--- src/rtl/teleferico_pkg.sv ---
// Shared types for the two-cabin cable car controller: FSM states, alarm causes, sizing helper.
package teleferico_pkg;

    typedef enum logic [2:0] {
        PARADO   = 3'd0,
        SAINDO   = 3'd1,
        NORMAL   = 3'd2,
        CHEGANDO = 3'd3,
        ALARME   = 3'd4
    } state_t;

    typedef enum logic [2:0] {
        ALM_NONE     = 3'd0,
        ALM_SENSOR   = 3'd1,
        ALM_T_DEPART = 3'd2,
        ALM_T_CRUISE = 3'd3,
        ALM_T_ARRIVE = 3'd4,
        ALM_EMERG    = 3'd5
    } alarm_code_t;

    function automatic int unsigned max3(input int unsigned a, input int unsigned b,
                                         input int unsigned c);
        int unsigned m;
        m = (a > b) ? a : b;
        return (m > c) ? m : c;
    endfunction

endpackage

--- src/rtl/teleferico_ctrl_tick_divider.sv ---
// Free-running divider; tick is high for the one clk_2 cycle the counter is all-ones.
module tick_divider #(
    parameter int unsigned DIV_BITS = 25
) (
    input  logic clk_2,
    input  logic reset,
    output logic tick
);

    logic [DIV_BITS-1:0] cnt;

    always_ff @(posedge clk_2) begin
        if (reset) cnt <= '0;
        else       cnt <= cnt + DIV_BITS'(1);
    end

    assign tick = &cnt;

endmodule

--- src/rtl/teleferico_ctrl.sv ---
// Two-cabin cable car controller: tick-gated depart/cruise/arrive FSM with timeouts, coded alarms, trip counter.
// Optional emergency stop input enabled by defining TELEF_EMERG_EN.
module teleferico_ctrl
    import teleferico_pkg::*;
#(
    parameter int unsigned DIV_BITS = 25,
    parameter int unsigned T_DEPART = 3,
    parameter int unsigned T_CRUISE = 5,
    parameter int unsigned T_ARRIVE = 3,
    parameter int unsigned TRIP_W   = 8
) (
    input  logic              clk_2,
    input  logic              reset,
    input  logic              a_pronta,
    input  logic              b_pronta,
    input  logic              perto_base,
    input  logic              perto_topo,
    input  logic              chegou_base,
    input  logic              chegou_topo,
    input  logic              limpar,
`ifdef TELEF_EMERG_EN
    input  logic              emerg,
`endif
    output logic              subir_a,
    output logic              subir_b,
    output logic              lento,
    output logic              alarme,
    output logic [2:0]        alarm_code,
    output logic              a_topo,
    output logic [TRIP_W-1:0] viagens,
    output logic              tick
);

    localparam int unsigned T_MAX = max3(T_DEPART, T_CRUISE, T_ARRIVE);
    localparam int unsigned TMR_W = $clog2(T_MAX) + 1;

    state_t           state;
    logic [TMR_W-1:0] timer;
    logic             parked;
    logic             emerg_hit;
    logic             clear_ok;

    tick_divider #(.DIV_BITS(DIV_BITS)) u_div (
        .clk_2 (clk_2),
        .reset (reset),
        .tick  (tick)
    );

    assign parked = chegou_base && chegou_topo;

`ifdef TELEF_EMERG_EN
    assign emerg_hit = emerg && (state != ALARME);
    assign clear_ok  = limpar && parked && !emerg;
`else
    assign emerg_hit = 1'b0;
    assign clear_ok  = limpar && parked;
`endif

    // Emergency acts on any edge; everything else waits for the divider tick.
    always_ff @(posedge clk_2) begin
        if (reset) begin
            state      <= PARADO;
            timer      <= '0;
            subir_a    <= 1'b0;
            subir_b    <= 1'b0;
            lento      <= 1'b1;
            alarme     <= 1'b0;
            alarm_code <= ALM_NONE;
            a_topo     <= 1'b1;
            viagens    <= '0;
        end else if (emerg_hit) begin
            state <= ALARME; alarme <= 1'b1; alarm_code <= ALM_EMERG;
            subir_a <= 1'b0; subir_b <= 1'b0; lento <= 1'b1;
        end else if (tick) begin
            case (state)
                PARADO: begin
                    if (!parked) begin
                        state <= ALARME; alarme <= 1'b1; alarm_code <= ALM_SENSOR;
                        subir_a <= 1'b0; subir_b <= 1'b0; lento <= 1'b1;
                    end else if (a_pronta && b_pronta) begin
                        state   <= SAINDO;
                        timer   <= TMR_W'(T_DEPART);
                        subir_a <= !a_topo;
                        subir_b <= a_topo;
                    end
                end
                SAINDO: begin
                    if (!perto_base && !perto_topo) begin
                        state <= NORMAL;
                        timer <= TMR_W'(T_CRUISE);
                        lento <= 1'b0;
                    end else if (timer == TMR_W'(1)) begin
                        state <= ALARME; alarme <= 1'b1; alarm_code <= ALM_T_DEPART;
                        subir_a <= 1'b0; subir_b <= 1'b0; lento <= 1'b1;
                    end else begin
                        timer <= timer - TMR_W'(1);
                    end
                end
                NORMAL: begin
                    if (perto_base && perto_topo) begin
                        state <= CHEGANDO;
                        timer <= TMR_W'(T_ARRIVE);
                        lento <= 1'b1;
                    end else if (timer == TMR_W'(1)) begin
                        state <= ALARME; alarme <= 1'b1; alarm_code <= ALM_T_CRUISE;
                        subir_a <= 1'b0; subir_b <= 1'b0; lento <= 1'b1;
                    end else begin
                        timer <= timer - TMR_W'(1);
                    end
                end
                CHEGANDO: begin
                    if (parked) begin
                        state   <= PARADO;
                        a_topo  <= !a_topo;
                        viagens <= viagens + TRIP_W'(1);
                        subir_a <= 1'b0;
                        subir_b <= 1'b0;
                    end else if (timer == TMR_W'(1)) begin
                        state <= ALARME; alarme <= 1'b1; alarm_code <= ALM_T_ARRIVE;
                        subir_a <= 1'b0; subir_b <= 1'b0; lento <= 1'b1;
                    end else begin
                        timer <= timer - TMR_W'(1);
                    end
                end
                ALARME: begin
                    if (clear_ok) begin
                        state      <= PARADO;
                        alarme     <= 1'b0;
                        alarm_code <= ALM_NONE;
                    end
                end
                default: begin
                    state <= ALARME; alarme <= 1'b1; alarm_code <= ALM_SENSOR;
                    subir_a <= 1'b0; subir_b <= 1'b0; lento <= 1'b1;
                end
            endcase
        end
    end

endmodule

--- config.mk ---
export PLATFORM = sky130hd
export DESIGN_NAME = teleferico_ctrl
export DESIGN_NICKNAME = d
export VERILOG_FILES = /design/src/rtl/teleferico_pkg.sv /design/src/rtl/teleferico_ctrl_tick_divider.sv /design/src/rtl/teleferico_ctrl.sv
export SDC_FILE = /design/constraint.sdc
export NUM_CORES = 1
export LEC_CHECK = 0
export CAP_MARGIN = 40
export CORE_MARGIN = 3
export CORE_UTILIZATION = 60
export DETAILED_ROUTE_END_ITERATION = 8
export GPL_ROUTABILITY_DRIVEN = 0
export PLACE_DENSITY_LB_ADDON = 0.1
export SLEW_MARGIN = 20
export SYNTH_ARGS = -nofsm -noshare
export SYNTH_HDL_FRONTEND = slang
export SYNTH_SLANG_ARGS = --single-unit
--- constraint.sdc ---
create_clock -name clk_2 -period 3.4 [get_ports clk_2]
set_input_delay 0.85 -clock clk_2 [delete_from_list [all_inputs] [get_ports clk_2]]
set_output_delay 0.85 -clock clk_2 [all_outputs]
set_load 0.005 [all_outputs]
# == Word level (Yosys, flattened, before mapping) ==
# Index checks and enable logic that the tools add are counted.
# classes
eq_ne,16
bitwise,1
reduce_logical,18
muxes,49
n_addsub,3
# ops
cell,count
$reduce_and 29->1,2
$reduce_and 27->1,2
$mux 3,14
$reduce_and 33->1,1
$pmux 3 s5,2
$reduce_and 30->1,1
$reduce_and 28->1,1
$add 25x1->25 const B,1
$reduce_and 25->1,1
$mux 4,6
$mux 1,22
$ne 2x2->1 const B,10
$pmux 1 s5,4
$pmux 4 s4,1
$add 8x1->8 const B,1
$eq 3x2->1 const B,2
$logic_and 1x1->1,5
$eq 4x1->1 const B,1
$reduce_bool 4->1,1
$sub 4x1->4 const B,1
$eq 3x1->1 const B,1
$eq 3x3->1 const B,1
$logic_not 1->1,3
$logic_not 3->1,1
2 further kinds,2
# totals
in_bits,9
register_bits,48
wordCells,97

# == Logic depth before layout (Yosys ltp) ==
# depth
depth_word,4
depth_mapped,7
mapped_depth_nobuf,7

# == Modules after synthesis ==
# Synthesis repeated with hierarchy kept, for this count alone.
# unflattened
cells_unflattened,302
area_unflattened_um2,2563.7
# by_module_without_submodules
mod,area_per_inst_um2,instances,cells_each,seq_area_each_um2
teleferico_ctrl,1396.3,1,167,460.4
tick_divider,1167.4,1,135,500.5

# == Worst setup path after synthesis ==
# OpenSTA, ideal clock, no wires.
# synth_path
path_type,input -> register
from,in chegou_base
to,reg timer[0]
t_required_ps,3284
t_arrival_ps,2223
slack_ps,1062
stages,6
path_cell_list,buf_2 and4_1 a211oi_2 nand3_4 or4_4 a31o_1
# synth_between
elab_chain_len,3
# synth_lines
item,line_no,rtl
start: declaration,teleferico_ctrl.sv:18,"input logic chegou_base,"
$logic_and 1x1->1 *,teleferico_ctrl.sv:49,assign parked = chegou_base && chegou_topo;
$ne 2x2->1 (no source line),-,
$reduce_and 29->1 (no source line) *,-,
end signal: assignment,teleferico_ctrl.sv:82,timer <= TMR_W'(T_DEPART);
end signal: assignment,teleferico_ctrl.sv:90,timer <= TMR_W'(T_CRUISE);
end signal: assignment,teleferico_ctrl.sv:96,timer <= timer - TMR_W'(1);
end: declaration,teleferico_ctrl.sv:38,logic [TMR_W-1:0] timer;
# Mark *: on every way between the ends. The rest lies on a longest branch, timed or not.
# A chain may end at the register's enable or synchronous reset.

# == Worst setup path after layout ==
# layout_path
from,reg u_div.cnt[0]
to,out tick
# layout_between
elab_chain_len,1
# layout_lines
item,line_no,rtl
start: declaration,teleferico_ctrl_tick_divider.sv:10,logic [DIV_BITS-1:0] cnt;
start signal: assignment,teleferico_ctrl_tick_divider.sv:14,else cnt <= cnt + DIV_BITS'(1);
$reduce_and 25->1,teleferico_ctrl_tick_divider.sv:17,assign tick = &cnt;
end: declaration,teleferico_ctrl.sv:31,output logic tick
# No other way between the ends.

==> impl_metrics.env <==
export IMPL_slew_viol_final=0
export IMPL_clock_power_share=0.347
export IMPL_final_core_util=0.741
export IMPL_cp_slowest_stage_delay_ns=0.53
export IMPL_critical_path_required_ns=2.55
export IMPL_ys_seq_area_frac=0.381
export IMPL_critPathKind="register to primary output"
export IMPL_syn_nets=312
export IMPL_worstPathArrival_ns=2.24
export IMPL_cp_end_kind="primary output"
export IMPL_tritoncts_clock_tree="built"
export IMPL_internal_power_mw=0.722
export IMPL_pwr_density_cell_nw_per_um2=327
export IMPL_timing_critical_path_from="u_div.cnt[0]"
export IMPL_synthDistinctLibCells=58
export IMPL_ys_warn_count=0
export IMPL_seq_power_share=0.608
export IMPL_skew_ns=0.00314
export IMPL_worst_pin_slew_ns=0.676
export IMPL_detail_route_antenna_nets=0
export IMPL_min_delay_path_class="register to register"
export IMPL_floorplan_die_height_microns=70.9
export IMPL_whs_ns=0.482
export IMPL_port_buffers=25
export IMPL_cts_resized=0
export IMPL_floorplan_die_width_microns=70.9
export IMPL_crit_path_capture="tick"
export IMPL_setup_worst_path_start_class="register"
export IMPL_critical_path_reg2reg_endpoint="alarm_code[1]"
export IMPL_final_min_period_over_clock_period=0.910
export IMPL_timing_reg2reg_setup_slack_ns=1.26
export IMPL_syn_instance_count=299
export IMPL_post_drt_wl_per_cell_microns=14.4
export IMPL_worstSetupPathDepth=6
export IMPL_synthTopCellsByArea="sky130_fd_sc_hd__dfxtp_1 (38%), sky130_fd_sc_hd__nor2_1 (5.8%), sky130_fd_sc_hd__xor2_1 (4.9%)"
export IMPL_critical_path_cell_chain="ha_1, nand4_1, nor2_4, nand2_4, inv_1, clkdlybuf4s50_1"
export IMPL_hold_violations=0
export IMPL_syn_to_final_growth_pct=13.1
export IMPL_wire_length_after_detailed_routing_mm=5.25
export IMPL_comb_power_share=0.045
export IMPL_grt_pass1_wl_mm=8.89
export IMPL_p_leak_nw=1.00
export IMPL_htree_num_levels=2
export IMPL_fin_total_pwr_mw=0.934
export IMPL_net_switching_share_of_the_total_power=0.227
export IMPL_leading_area_contributor_after_synthesis="sky130_fd_sc_hd__dfxtp_1"
export IMPL_count_of_placed_standard_cells_in_the_final_layout_fillers_left_out=365
export IMPL_layout_nets=330
export IMPL_postCtsSetupRepairBufs=0
export IMPL_grt_overflow_total=0
export IMPL_grt_max_degree=44
export IMPL_insertedDiodeCount=0
export IMPL_synth_avg_cell_area_sq_um=8.44
export IMPL_p_sw_mw=0.212
export IMPL_outcome="completed"
export IMPL_layout_min_cycle_time_ns=3.09
export IMPL_drv_max_cap_violation_count=0
export IMPL_worst_r2r_cell_count=5
export IMPL_cts_sink_count=48
export IMPL_critical_path_slowest_stage_cell="sky130_fd_sc_hd__clkdlybuf4s50_1"
export IMPL_drive_above_1_share=0.0883
export IMPL_setup_repair_after_global_routing_missed_its_margin="no"
export IMPL_clock_latency_on_the_worst_skew_pair_ns=0.30
export IMPL_setup_viol=0
export IMPL_path_max_fanout=6
export IMPL_vias_in_the_first_global_route=1956
export IMPL_synth_edf_count=0
export IMPL_post_cts_hold_buffer_count=0
export IMPL_placed_cell_areas_sq_um=2770
export IMPL_tritoncts_num_buffers=5
export IMPL_initial_antenna_violation_count=0
export IMPL_fin_setup_tns_ns=0
export IMPL_postLayoutSetupSlackWorst_ns=0.307
export IMPL_core_area_sq_um=3850
export IMPL_start_util=0.655
export IMPL_postLayoutCellArea_sq_um=2850
export IMPL_post_place_cells=357
export IMPL_vias=2214
export IMPL_io_pins=26
export IMPL_synth_cell_area_sq_um=2520
export IMPL_post_place_ws_ns=0.472
export IMPL_post_dp_hpwl_mm=3.70
export IMPL_drt_vias_per_instance=6.07
export IMPL_asyncSetResetFlopFracSynth=0
export IMPL_synth_flop_cell="sky130_fd_sc_hd__dfxtp_1"
export IMPL_drc=0
export IMPL_timing_critical_path_max_delay_family="buffers and inverters"
export IMPL_worst_slew_margin_rel=0.544
export IMPL_worst_path_buf_inv=2
export IMPL_dieArea_sq_um=5020
export IMPL_grt_util_all_layers=0.212
export IMPL_initialDrtViolationCount=126
export IMPL_synthDominantCellAreaShare=0.381
export IMPL_synth_ff_latch_count=48
export IMPL_crit_reg2reg_launch="state[2]"
export IMPL_achievable_frequency_mhz=323
export IMPL_ctsRootBufferMaster="sky130_fd_sc_hd__clkbuf_8"
export IMPL_worst_setup_hold_path_clk_slew_ns=0.08
export IMPL_vdd_ir_drop_worst_v=0.000224
export IMPL_detail_route_first_pass_iterations=4
export IMPL_num_rows=22
export IMPL_cts_buffer_depth=2
[registers in the layout, summed over array words and instances (netlist names)]
signal,flops
a_topo,1
alarm_code,3
alarme,1
lento,1
state,3
subir_a,1
subir_b,1
timer,4
u_div.cnt,25
viagens,8
[power groups by stage]
stage               Clock (mW)  Combinational (mW)  Sequential, mW
floorplan                    0              0.0260           0.580
global placement             0              0.0415           0.581
detailed placement           0              0.0418           0.581
CTS                      0.329              0.0421           0.568
global route             0.348              0.0466           0.568
finish                   0.324              0.0424           0.568
[layout make-up]
type,instances,area [sq um]
sequential,48,961
timing repair buffer,28,270
multi-input combinational,224,1440
clock buffer,5,68.8
clock inverter,2,12.5
tap,48,60.1
fill,317,1000
inverter,10,37.5
[how the worst min path moves through the flow]
| stage | depth (start not counted) | to | slack (ns) | from |
|---|---|---|---|---|
| detailed placement | 1 | u_div.cnt[0] | 0.47 | u_div.cnt[0] |
| finish | 2 | alarm_code[2] | 0.48 | alarm_code[2] |
| global route | 1 | subir_a | 0.52 | a_topo |
| CTS | 1 | u_div.cnt[0] | 0.49 | u_div.cnt[0] |
| global placement | 1 | u_div.cnt[0] | 0.45 | u_div.cnt[0] |
| floorplan | 1 | u_div.cnt[0] | 0.44 | u_div.cnt[0] |
[cell usage in the layout, fill, tap and decap left out, drive strengths merged, types with 2 or more instances in the layout]
master and n:
dfxtp 48, nor2 40, clkdlybuf4s50 25, nand3 17, nand2 17, a21oi 15
nand4 14, xor2 14, xnor2 12, o21ai 12, inv 10, nor3 10
and3 9, or3 6, clkbuf 6, and4 6, ha 4, nor4 4
a211oi 4, nand2b 3, nor3b 3, o211ai 2, a21o 2, a31oi 2
a211o 2, or4 2, o32ai 2, nor2b 2, mux2i 2, o221a 2
buf 2, a31o 2
[cells in the mapped netlist, types with 3 or more instances]
cell type                  instances
sky130_fd_sc_hd__dfxtp_1          48
sky130_fd_sc_hd__nor2_1           39
sky130_fd_sc_hd__nand2_1          16
sky130_fd_sc_hd__nand3_1          16
sky130_fd_sc_hd__a21oi_1          14
sky130_fd_sc_hd__nand4_1          14
sky130_fd_sc_hd__xor2_1           14
sky130_fd_sc_hd__xnor2_1          12
sky130_fd_sc_hd__o21ai_0          11
sky130_fd_sc_hd__inv_1            10
sky130_fd_sc_hd__nor3_1           10
sky130_fd_sc_hd__clkbuf_1          9
sky130_fd_sc_hd__and3_1            6
sky130_fd_sc_hd__or3_1             6
sky130_fd_sc_hd__buf_2             5
sky130_fd_sc_hd__ha_1              4
sky130_fd_sc_hd__a211oi_1          3
sky130_fd_sc_hd__and3_2            3
sky130_fd_sc_hd__and4_1            3
sky130_fd_sc_hd__nand2b_1          3
sky130_fd_sc_hd__nor3b_1           3
sky130_fd_sc_hd__nor4_1            3
[logic make-up after synthesis]
kind of cell             Yosys count  share of synthesized area
AO/OA/AOI/OAI                     52                      0.138
XOR/XNOR                          26                     0.0902
adder cells (fa/ha/maj)            4                     0.0198
buffers and inverters             27                     0.0471
flip-flops                        48                      0.381
multiplexers                       2                    0.00793
AND/OR/NAND/NOR                  140                      0.316
[routing by layer]
layer,up-vias,GRT usage,routed length (microns)
met1,1023,0.301,2540
met4,0,0.0835,87
li1,1108,-,-
met2,74,0.320,2360
met3,9,0.0369,263
met5,-,0,0
[worst reg2reg max path, delay by kind of cell, from the launching register on]
| family | cells | cell delay (ns) |
|---|---|---|
| compound gates | 2 | 0.59 |
| flops | 1 | 0.72 |
| simple gates | 3 | 0.74 |
Note: power is estimated with default switching activity, not from simulation.
